--- src/rtl/mem_stage_pkg.sv ---
// ---------------------------------------------------------------------------
// mem_stage_pkg
//   Shared definitions for the memory stage:
//     - FSM state encoding for two-cycle (32-bit) stack transfers
//     - stack-pointer update operations driven into sp_unit
//     - bit positions of the memory controls inside the 6-bit Mem field
//     - default address width and stack-pointer reset value
// ---------------------------------------------------------------------------
package mem_stage_pkg;

    localparam int unsigned DEF_ADDR_W  = 20;

    // Mem field layout: {valid, wide, pop, push, write, read}
    localparam int unsigned MEM_FIELD_W = 6;
    localparam int unsigned MB_READ     = 0;
    localparam int unsigned MB_WRITE    = 1;
    localparam int unsigned MB_PUSH     = 2;
    localparam int unsigned MB_POP      = 3;
    localparam int unsigned MB_WIDE     = 4;
    localparam int unsigned MB_VALID    = 5;

    typedef enum logic {
        IDLE,
        WIDE2
    } state_t;

    typedef enum logic [2:0] {
        SP_HOLD,
        SP_INC1,
        SP_INC2,
        SP_DEC1,
        SP_DEC2
    } sp_op_t;

    // Empty-stack value: the top word of the address space.
    function automatic logic [31:0] sp_init_default(input int unsigned addr_w);
        return (32'd1 << addr_w) - 32'd1;
    endfunction

endpackage

--- src/rtl/mem_stage_sp.sv ---
// ---------------------------------------------------------------------------
// sp_unit
//   Stack-pointer register with its neighbour values and empty-stack checks.
//   Ports:
//     clk, rst            clock, asynchronous active-low reset (SP <= SP_INIT)
//     op                  update applied at the next rising edge
//     sp                  current stack pointer
//     sp_p1, sp_p2, sp_m1 SP+1, SP+2, SP-1 (modulo 2^ADDR_W)
//     empty1, empty2      a 1-word / 2-word pop would read above SP_INIT
// ---------------------------------------------------------------------------
module sp_unit
    import mem_stage_pkg::*;
#(
    parameter int unsigned        ADDR_W  = DEF_ADDR_W,
    parameter logic [ADDR_W-1:0]  SP_INIT = ADDR_W'(sp_init_default(ADDR_W))
) (
    input  logic              clk,
    input  logic              rst,
    input  sp_op_t            op,
    output logic [ADDR_W-1:0] sp,
    output logic [ADDR_W-1:0] sp_p1,
    output logic [ADDR_W-1:0] sp_p2,
    output logic [ADDR_W-1:0] sp_m1,
    output logic              empty1,
    output logic              empty2
);

    logic [ADDR_W:0] ext_p1;
    logic [ADDR_W:0] ext_p2;
    logic [ADDR_W:0] ext_init;

    assign sp_p1 = sp + ADDR_W'(1);
    assign sp_p2 = sp + ADDR_W'(2);
    assign sp_m1 = sp - ADDR_W'(1);

    // Empty check uses one extra bit so SP+n is compared without wrapping.
    assign ext_p1   = {1'b0, sp} + (ADDR_W + 1)'(1);
    assign ext_p2   = {1'b0, sp} + (ADDR_W + 1)'(2);
    assign ext_init = {1'b0, SP_INIT};
    assign empty1   = (ext_p1 > ext_init);
    assign empty2   = (ext_p2 > ext_init);

    always_ff @(posedge clk or negedge rst) begin
        if (!rst) begin
            sp <= SP_INIT;
        end else begin
            case (op)
                SP_INC1: sp <= sp_p1;
                SP_INC2: sp <= sp_p2;
                SP_DEC1: sp <= sp_m1;
                SP_DEC2: sp <= sp - ADDR_W'(2);
                default: sp <= sp;
            endcase
        end
    end

endmodule

--- src/rtl/mem_stage.sv ---
// ---------------------------------------------------------------------------
// mem_stage
//   Memory pipeline stage: 16-bit loads/stores, 16-bit PUSH/POP and 32-bit
//   PC push/pop (two cycles, first cycle stalls upstream). Owns the SP.
//   Ports:
//     clk, rst             clock, asynchronous active-low reset
//     i_valid              instruction present upstream
//     i_mem_read/write     load / store at i_alu
//     i_push/i_pop/i_wide  stack ops; i_wide selects 32-bit PC transfer
//     i_wb, i_rdst, i_alu  pass-through fields (i_alu is also the address)
//     i_wdata, i_pc        store/push data, PC to push
//     mem_addr/wdata/we    single-port data memory (async read, sync write)
//     mem_rdata            data-memory read data
//     o_stall              combinational upstream freeze
//     o_valid..o_fault     registered results; o_sp is the live SP
// ---------------------------------------------------------------------------
module mem_stage
    import mem_stage_pkg::*;
#(
    parameter int unsigned        ADDR_W  = DEF_ADDR_W,
    parameter logic [ADDR_W-1:0]  SP_INIT = ADDR_W'(sp_init_default(ADDR_W))
) (
    input  logic              clk,
    input  logic              rst,
    input  logic              i_valid,
    input  logic              i_mem_read,
    input  logic              i_mem_write,
    input  logic              i_push,
    input  logic              i_pop,
    input  logic              i_wide,
    input  logic [3:0]        i_wb,
    input  logic [2:0]        i_rdst,
    input  logic [15:0]       i_alu,
    input  logic [15:0]       i_wdata,
    input  logic [31:0]       i_pc,
    output logic [ADDR_W-1:0] mem_addr,
    output logic [15:0]       mem_wdata,
    output logic              mem_we,
    input  logic [15:0]       mem_rdata,
    output logic              o_stall,
    output logic              o_valid,
    output logic [3:0]        o_wb,
    output logic [2:0]        o_rdst,
    output logic [15:0]       o_alu,
    output logic [15:0]       o_rdata,
    output logic              o_pc_load,
    output logic [31:0]       o_ret_pc,
    output logic [ADDR_W-1:0] o_sp,
    output logic              o_fault
);

    state_t                 state;
    logic                   wide_pop;
    logic [15:0]            pop_lo;

    logic [MEM_FIELD_W-1:0] mem_field;
    logic                   op_valid;
    logic                   op_rd;
    logic                   op_wr;
    logic                   op_push;
    logic                   op_pop;
    logic                   op_wide;

    sp_op_t                 sp_op;
    logic [ADDR_W-1:0]      sp_p1;
    logic [ADDR_W-1:0]      sp_p2;
    logic [ADDR_W-1:0]      sp_m1;
    logic                   empty1;
    logic                   empty2;

    logic                   pop_fault;
    logic                   start_wide;
    logic                   we;

    sp_unit #(
        .ADDR_W  (ADDR_W),
        .SP_INIT (SP_INIT)
    ) u_sp (
        .clk    (clk),
        .rst    (rst),
        .op     (sp_op),
        .sp     (o_sp),
        .sp_p1  (sp_p1),
        .sp_p2  (sp_p2),
        .sp_m1  (sp_m1),
        .empty1 (empty1),
        .empty2 (empty2)
    );

    always_comb begin
        mem_field            = '0;
        mem_field[MB_READ]   = i_mem_read;
        mem_field[MB_WRITE]  = i_mem_write;
        mem_field[MB_PUSH]   = i_push;
        mem_field[MB_POP]    = i_pop;
        mem_field[MB_WIDE]   = i_wide;
        mem_field[MB_VALID]  = i_valid;
    end

    assign op_valid = mem_field[MB_VALID];
    assign op_rd    = mem_field[MB_READ];
    assign op_wr    = mem_field[MB_WRITE];
    assign op_push  = mem_field[MB_PUSH];
    assign op_pop   = mem_field[MB_POP];
    assign op_wide  = mem_field[MB_WIDE];

    // Memory-side decode. In WIDE2 the upstream inputs are still held by the
    // stall, so i_pc is reused for the low half; direction comes from wide_pop.
    always_comb begin
        pop_fault  = (state == IDLE) && op_valid && op_pop && (op_wide ? empty2 : empty1);
        start_wide = (state == IDLE) && op_valid && op_wide &&
                     (op_push || (op_pop && !pop_fault));
        mem_addr   = ADDR_W'(i_alu);
        mem_wdata  = i_wdata;
        we         = 1'b0;
        sp_op      = SP_HOLD;
        if (state == WIDE2) begin
            if (wide_pop) begin
                mem_addr = sp_p2;
                sp_op    = SP_INC2;
            end else begin
                mem_addr  = sp_m1;
                mem_wdata = i_pc[15:0];
                we        = 1'b1;
                sp_op     = SP_DEC2;
            end
        end else if (op_valid) begin
            if (op_push) begin
                mem_addr = o_sp;
                we       = 1'b1;
                if (op_wide) begin
                    mem_wdata = i_pc[31:16];
                end else begin
                    sp_op = SP_DEC1;
                end
            end else if (op_pop) begin
                mem_addr = sp_p1;
                if (!op_wide && !pop_fault) begin
                    sp_op = SP_INC1;
                end
            end else if (op_wr) begin
                we = 1'b1;
            end
        end
    end

    // Gated by reset so nothing is written or stalled while rst is held low.
    assign mem_we  = we & rst;
    assign o_stall = start_wide & rst;

    always_ff @(posedge clk or negedge rst) begin
        if (!rst) begin
            state     <= IDLE;
            wide_pop  <= 1'b0;
            pop_lo    <= '0;
            o_valid   <= 1'b0;
            o_wb      <= '0;
            o_rdst    <= '0;
            o_alu     <= '0;
            o_rdata   <= '0;
            o_pc_load <= 1'b0;
            o_ret_pc  <= '0;
            o_fault   <= 1'b0;
        end else begin
            o_valid   <= 1'b0;
            o_wb      <= '0;
            o_rdst    <= '0;
            o_alu     <= '0;
            o_rdata   <= '0;
            o_pc_load <= 1'b0;
            o_ret_pc  <= '0;
            o_fault   <= 1'b0;
            case (state)
                IDLE: begin
                    if (start_wide) begin
                        state    <= WIDE2;
                        wide_pop <= op_pop;
                        pop_lo   <= mem_rdata;
                    end else if (op_valid) begin
                        o_valid <= 1'b1;
                        o_wb    <= i_wb;
                        o_rdst  <= i_rdst;
                        o_alu   <= i_alu;
                        o_fault <= pop_fault;
                        if ((op_rd || op_pop) && !pop_fault) begin
                            o_rdata <= mem_rdata;
                        end
                    end
                end
                WIDE2: begin
                    state   <= IDLE;
                    o_valid <= 1'b1;
                    o_wb    <= i_wb;
                    o_rdst  <= i_rdst;
                    o_alu   <= i_alu;
                    if (wide_pop) begin
                        o_pc_load <= 1'b1;
                        o_ret_pc  <= {mem_rdata, pop_lo};
                    end
                end
            endcase
        end
    end

endmodule
--- config.mk ---
export PLATFORM = sky130hd
export DESIGN_NAME = mem_stage
export DESIGN_NICKNAME = d
export VERILOG_FILES = /design/src/rtl/mem_stage_pkg.sv /design/src/rtl/mem_stage_sp.sv /design/src/rtl/mem_stage.sv
export SDC_FILE = /design/constraint.sdc
export NUM_CORES = 1
export LEC_CHECK = 0
export BUFFER_PORTS_ARGS = -buffer_cell sky130_fd_sc_hd__buf_2
export CAP_MARGIN = 20
export CORE_UTILIZATION = 53
export DETAILED_ROUTE_END_ITERATION = 7
export GPL_ROUTABILITY_DRIVEN = 0
export PLACE_DENSITY = 0.81
export SETUP_SLACK_MARGIN = 0.5
export SLEW_MARGIN = 5
export SYNTH_ARGS = -nofsm -noshare
export SYNTH_HDL_FRONTEND = slang
export SYNTH_HIERARCHICAL = 1
export SYNTH_SLANG_ARGS = --single-unit
--- constraint.sdc ---
create_clock -name clk -period 5.21 [get_ports clk]
set_clock_uncertainty 0.15 [all_clocks]
set_input_delay 0.521 -clock clk [delete_from_list [all_inputs] [get_ports clk]]
set_output_delay 0.521 -clock clk [all_outputs]
set_load 0.01 [all_outputs]
==> metrics <==
status finished, violations left; failing checks DRC, hold timing; Reg clk slew, reported paths 0.10 ns; critical-path cell list buf_4, nand4_2, nor4_1, xnor2_1, inv_1, nand4b_1, o21ai_1, inv_1, a21oi_1, nor3_4, buf_4, nand3b_1, nand2_1, o22ai_1, o31a_1, a221oi_1; highest clock rate 216.2 MHz; setup tns final 0 ns; reg2reg start u_sp/sp[3]$_DFFE_PN1P_; register area share after synthesis 35.67%; largest net degree at the start of global routing 87; CP max stage cell dfstp_2; Syn Area/Cell 8.978 µm²; CP arrival 4.74 ns; syn_nets 986; root buffer cell clkbuf_16; Overflow after GRT 0; Tmin final 4.625 ns; Hold Slack -0.004332 ns; Port Buffer Count 226; Slew Limit Fails 0; Via density 6.600; Pwr Density 399.4 nW/µm²; gr usage total 34.36%; Synth-to-Final Area Change 20.14%; total die area 15450 µm²; TritonCTS clock tree yes; post-route ant nets 0; later-pin clock latency in the skew report 0.37 ns; number of global-route vias before repair 7450; first-pass GRT wire length 41880 µm; EDFF count, synth 0; register bit total from synthesis 112; Ys Warns 6; CTS Buf Count 9; fin nets 1165; combinational power share 43.4%; Top FF cell, synth dfrtp_1; Clock power frac 19.7%; worst-path fanout max 16; CP required 5.33 ns; RSZ-0062 raised after global routing yes; Leakage Power 0.004483 µW; floorplan row count 44; crit path capture type flip-flop; Syn Inst Count 883; Vias 8256; half-perimeter wire length after placement 19030 µm; switch share 45.86%; H-Tree Depth 3; Crit path largest cell delay 0.76 ns; Worst Hold Class in2async; peak supply drop 382.4 µV; Routed WL 27430 µm; clock buffer depth 2; sequential power share 36.9%; initial antenna violation count 0; Final Hold Fails 1; post-DR wirelength/cell 21.92 µm; Slew headroom 25.02%; final setup violating endpoints 0; crit path from u_sp/sp[3]$_DFFE_PN1P_; critical setup path kind reg2reg; startpoint types flip-flop; final critical-path share of the clock period 88.76%; worst slew pin tran 1.124 ns; Core Box Area 14590 µm²; number of remaining DRC errors 53; sw power 1744 µW; 1st-iter DRT viols 1268; Reg2Reg Depth 16; die width 124.3 µm; n_diodes 0; internal power 2060 µW; CTS sink cnt 112; I/O Pins 227; number of max-cap violations 0; TritonRoute pass-1 iters 8; die height 124.3 µm; Post-Syn Area 7928 µm²; share of layout cells above drive strength 1 34.68%; library cells used by synthesis 78; Hold Buf Count CTS 0; Initial Utilization 54.34%; fraction of registers with async set/reset 100.0%
cell type report:
type | count | area [µm²]
Sequential cell | 112 | 2848
Clock inverter | 7 | 96.34
Clock buffer | 9 | 225.2
Tap cell | 184 | 230.2
Timing Repair Buffer | 251 | 1321
Fill cell | 1168 | 5065
Inverter | 20 | 75.07
Multi-Input combinational cell | 668 | 4728
cells in the final DEF (no fill, tap or decap), drive strengths merged, types with 26 or more instances in the layout:
master  netlist  routed
a211oi       26      26
a21oi        47      47
and3         38      38
buf          37     251
dfrtp        92      92
mux2         36      36
nand2        52      52
nand3        29      29
nor2         43      43
nor3b        27      27
o21ai        26      26
o22ai        46      46
xnor2        44      44
critical path: cells and delay by family (launching register included):
kind	cells	cell delay, ns
DFF	1	0.76
buffers and inverters	4	0.76
xor gates and xnor gates	1	0.20
AOI/OAI and AO/OA	5	0.87
and+or+nand+nor	6	1.77
layer usage:
| metal | wire length, µm | global-route usage, % |
|---|---|---|
| met5 | 0 | 0 |
| met4 | 1730 | 15.45 |
| met3 | 3176 | 9.021 |
| met2 | 12590 | 54.89 |
| met1 | 9928 | 43.64 |
registers in the layout (all words and copies together) (netlist names):
signal / count
o_ret_pc: 32
o_rdata: 16
u_sp/sp: 20
o_valid: 1
o_rdst: 3
pop_lo: 16
wide_pop: 1
state: 1
o_wb: 4
o_alu: 16
o_fault: 1
o_pc_load: 1
power by group through the flow:
stage | registers [µW] | clock network [µW] | logic, µW
5_1_grt | 1420 | 795 | 1730
4_1_cts | 1370 | 756 | 1550
6_report | 1400 | 750 | 1650
3_5_place_dp | 1380 | 0 | 1540
2_1_floorplan | 1190 | 0 | 1200
3_3_place_gp | 1380 | 0 | 1530
what timing repair did:
item                       in CTS  in global routing
gates resized for setup         2                 13
setup endpoints to repair       3                 12
setup buffers                   0                  7
pin swaps                       0                  3
cells by family after synthesis:
kind of cell | Yosys count | synth area share [%]
AOI/OAI and AO/OA | 210 | 17.82
xor gates and xnor gates | 66 | 7.292
adders and majority gates | 8 | 1.263
buffers and inverters | 103 | 5.682
DFF | 112 | 35.67
muxes | 59 | 8.065
and+or+nand+nor | 325 | 24.21
path summary, 6_finish.rpt:
path	endpoint	slack (ns)
min in group clk	o_rdata[6]$_DFF_PN0_	0.23
setup reg to reg	u_sp/sp[18]$_DFFE_PN1P_	0.59
setup / recovery	u_sp/sp[18]$_DFFE_PN1P_	0.59
max in group asynchronous	wide_pop$_DFFE_PN0P_	3.60
hold / removal	o_ret_pc[5]$_DFF_PN0_	-0.004
hold reg to reg	pop_lo[10]$_DFFE_PN0P_	0.36
cells in the mapped netlist, types with 15 or more instances:
master	n	area share, %
and3_1	38	3.0
clkbuf_1	46	2.2
buf_2	24	1.5
xor2_1	22	2.4
a211oi_1	25	2.4
nor2_1	42	2.0
inv_1	17	0.80
nand2_1	52	2.5
dfrtp_1	92	29
a21oi_1	47	3.0
nand4_1	19	1.5
nor2b_1	24	1.9
dfstp_2	20	6.6
o22ai_1	46	3.6
and2_1	20	1.6
xnor2_1	44	4.9
or2_2	18	1.4
nand3_1	28	1.8
nor3_1	15	0.95
mux2_2	34	4.8
mux2i_1	23	2.9
o21ai_0	17	1.1
nor3b_1	26	2.5
metrics by stage:
step	power [µW]	worst slack (ns)	util (%)	std cells	area, µm²
final	3804	0.5855	65.28	1251	9524
after global routing	3946	0.4097	65.28	1251	9524
after CTS	3677	0.5697	64.46	1244	9404
after detailed placement	2925	0.3111	62.20	1228	9074
after global placement	2908	0.5381	62.20	1228	9074
after floorplan	2392	1.219	-	883	7928
No activity file was read; power rests on OpenSTA's default activity.
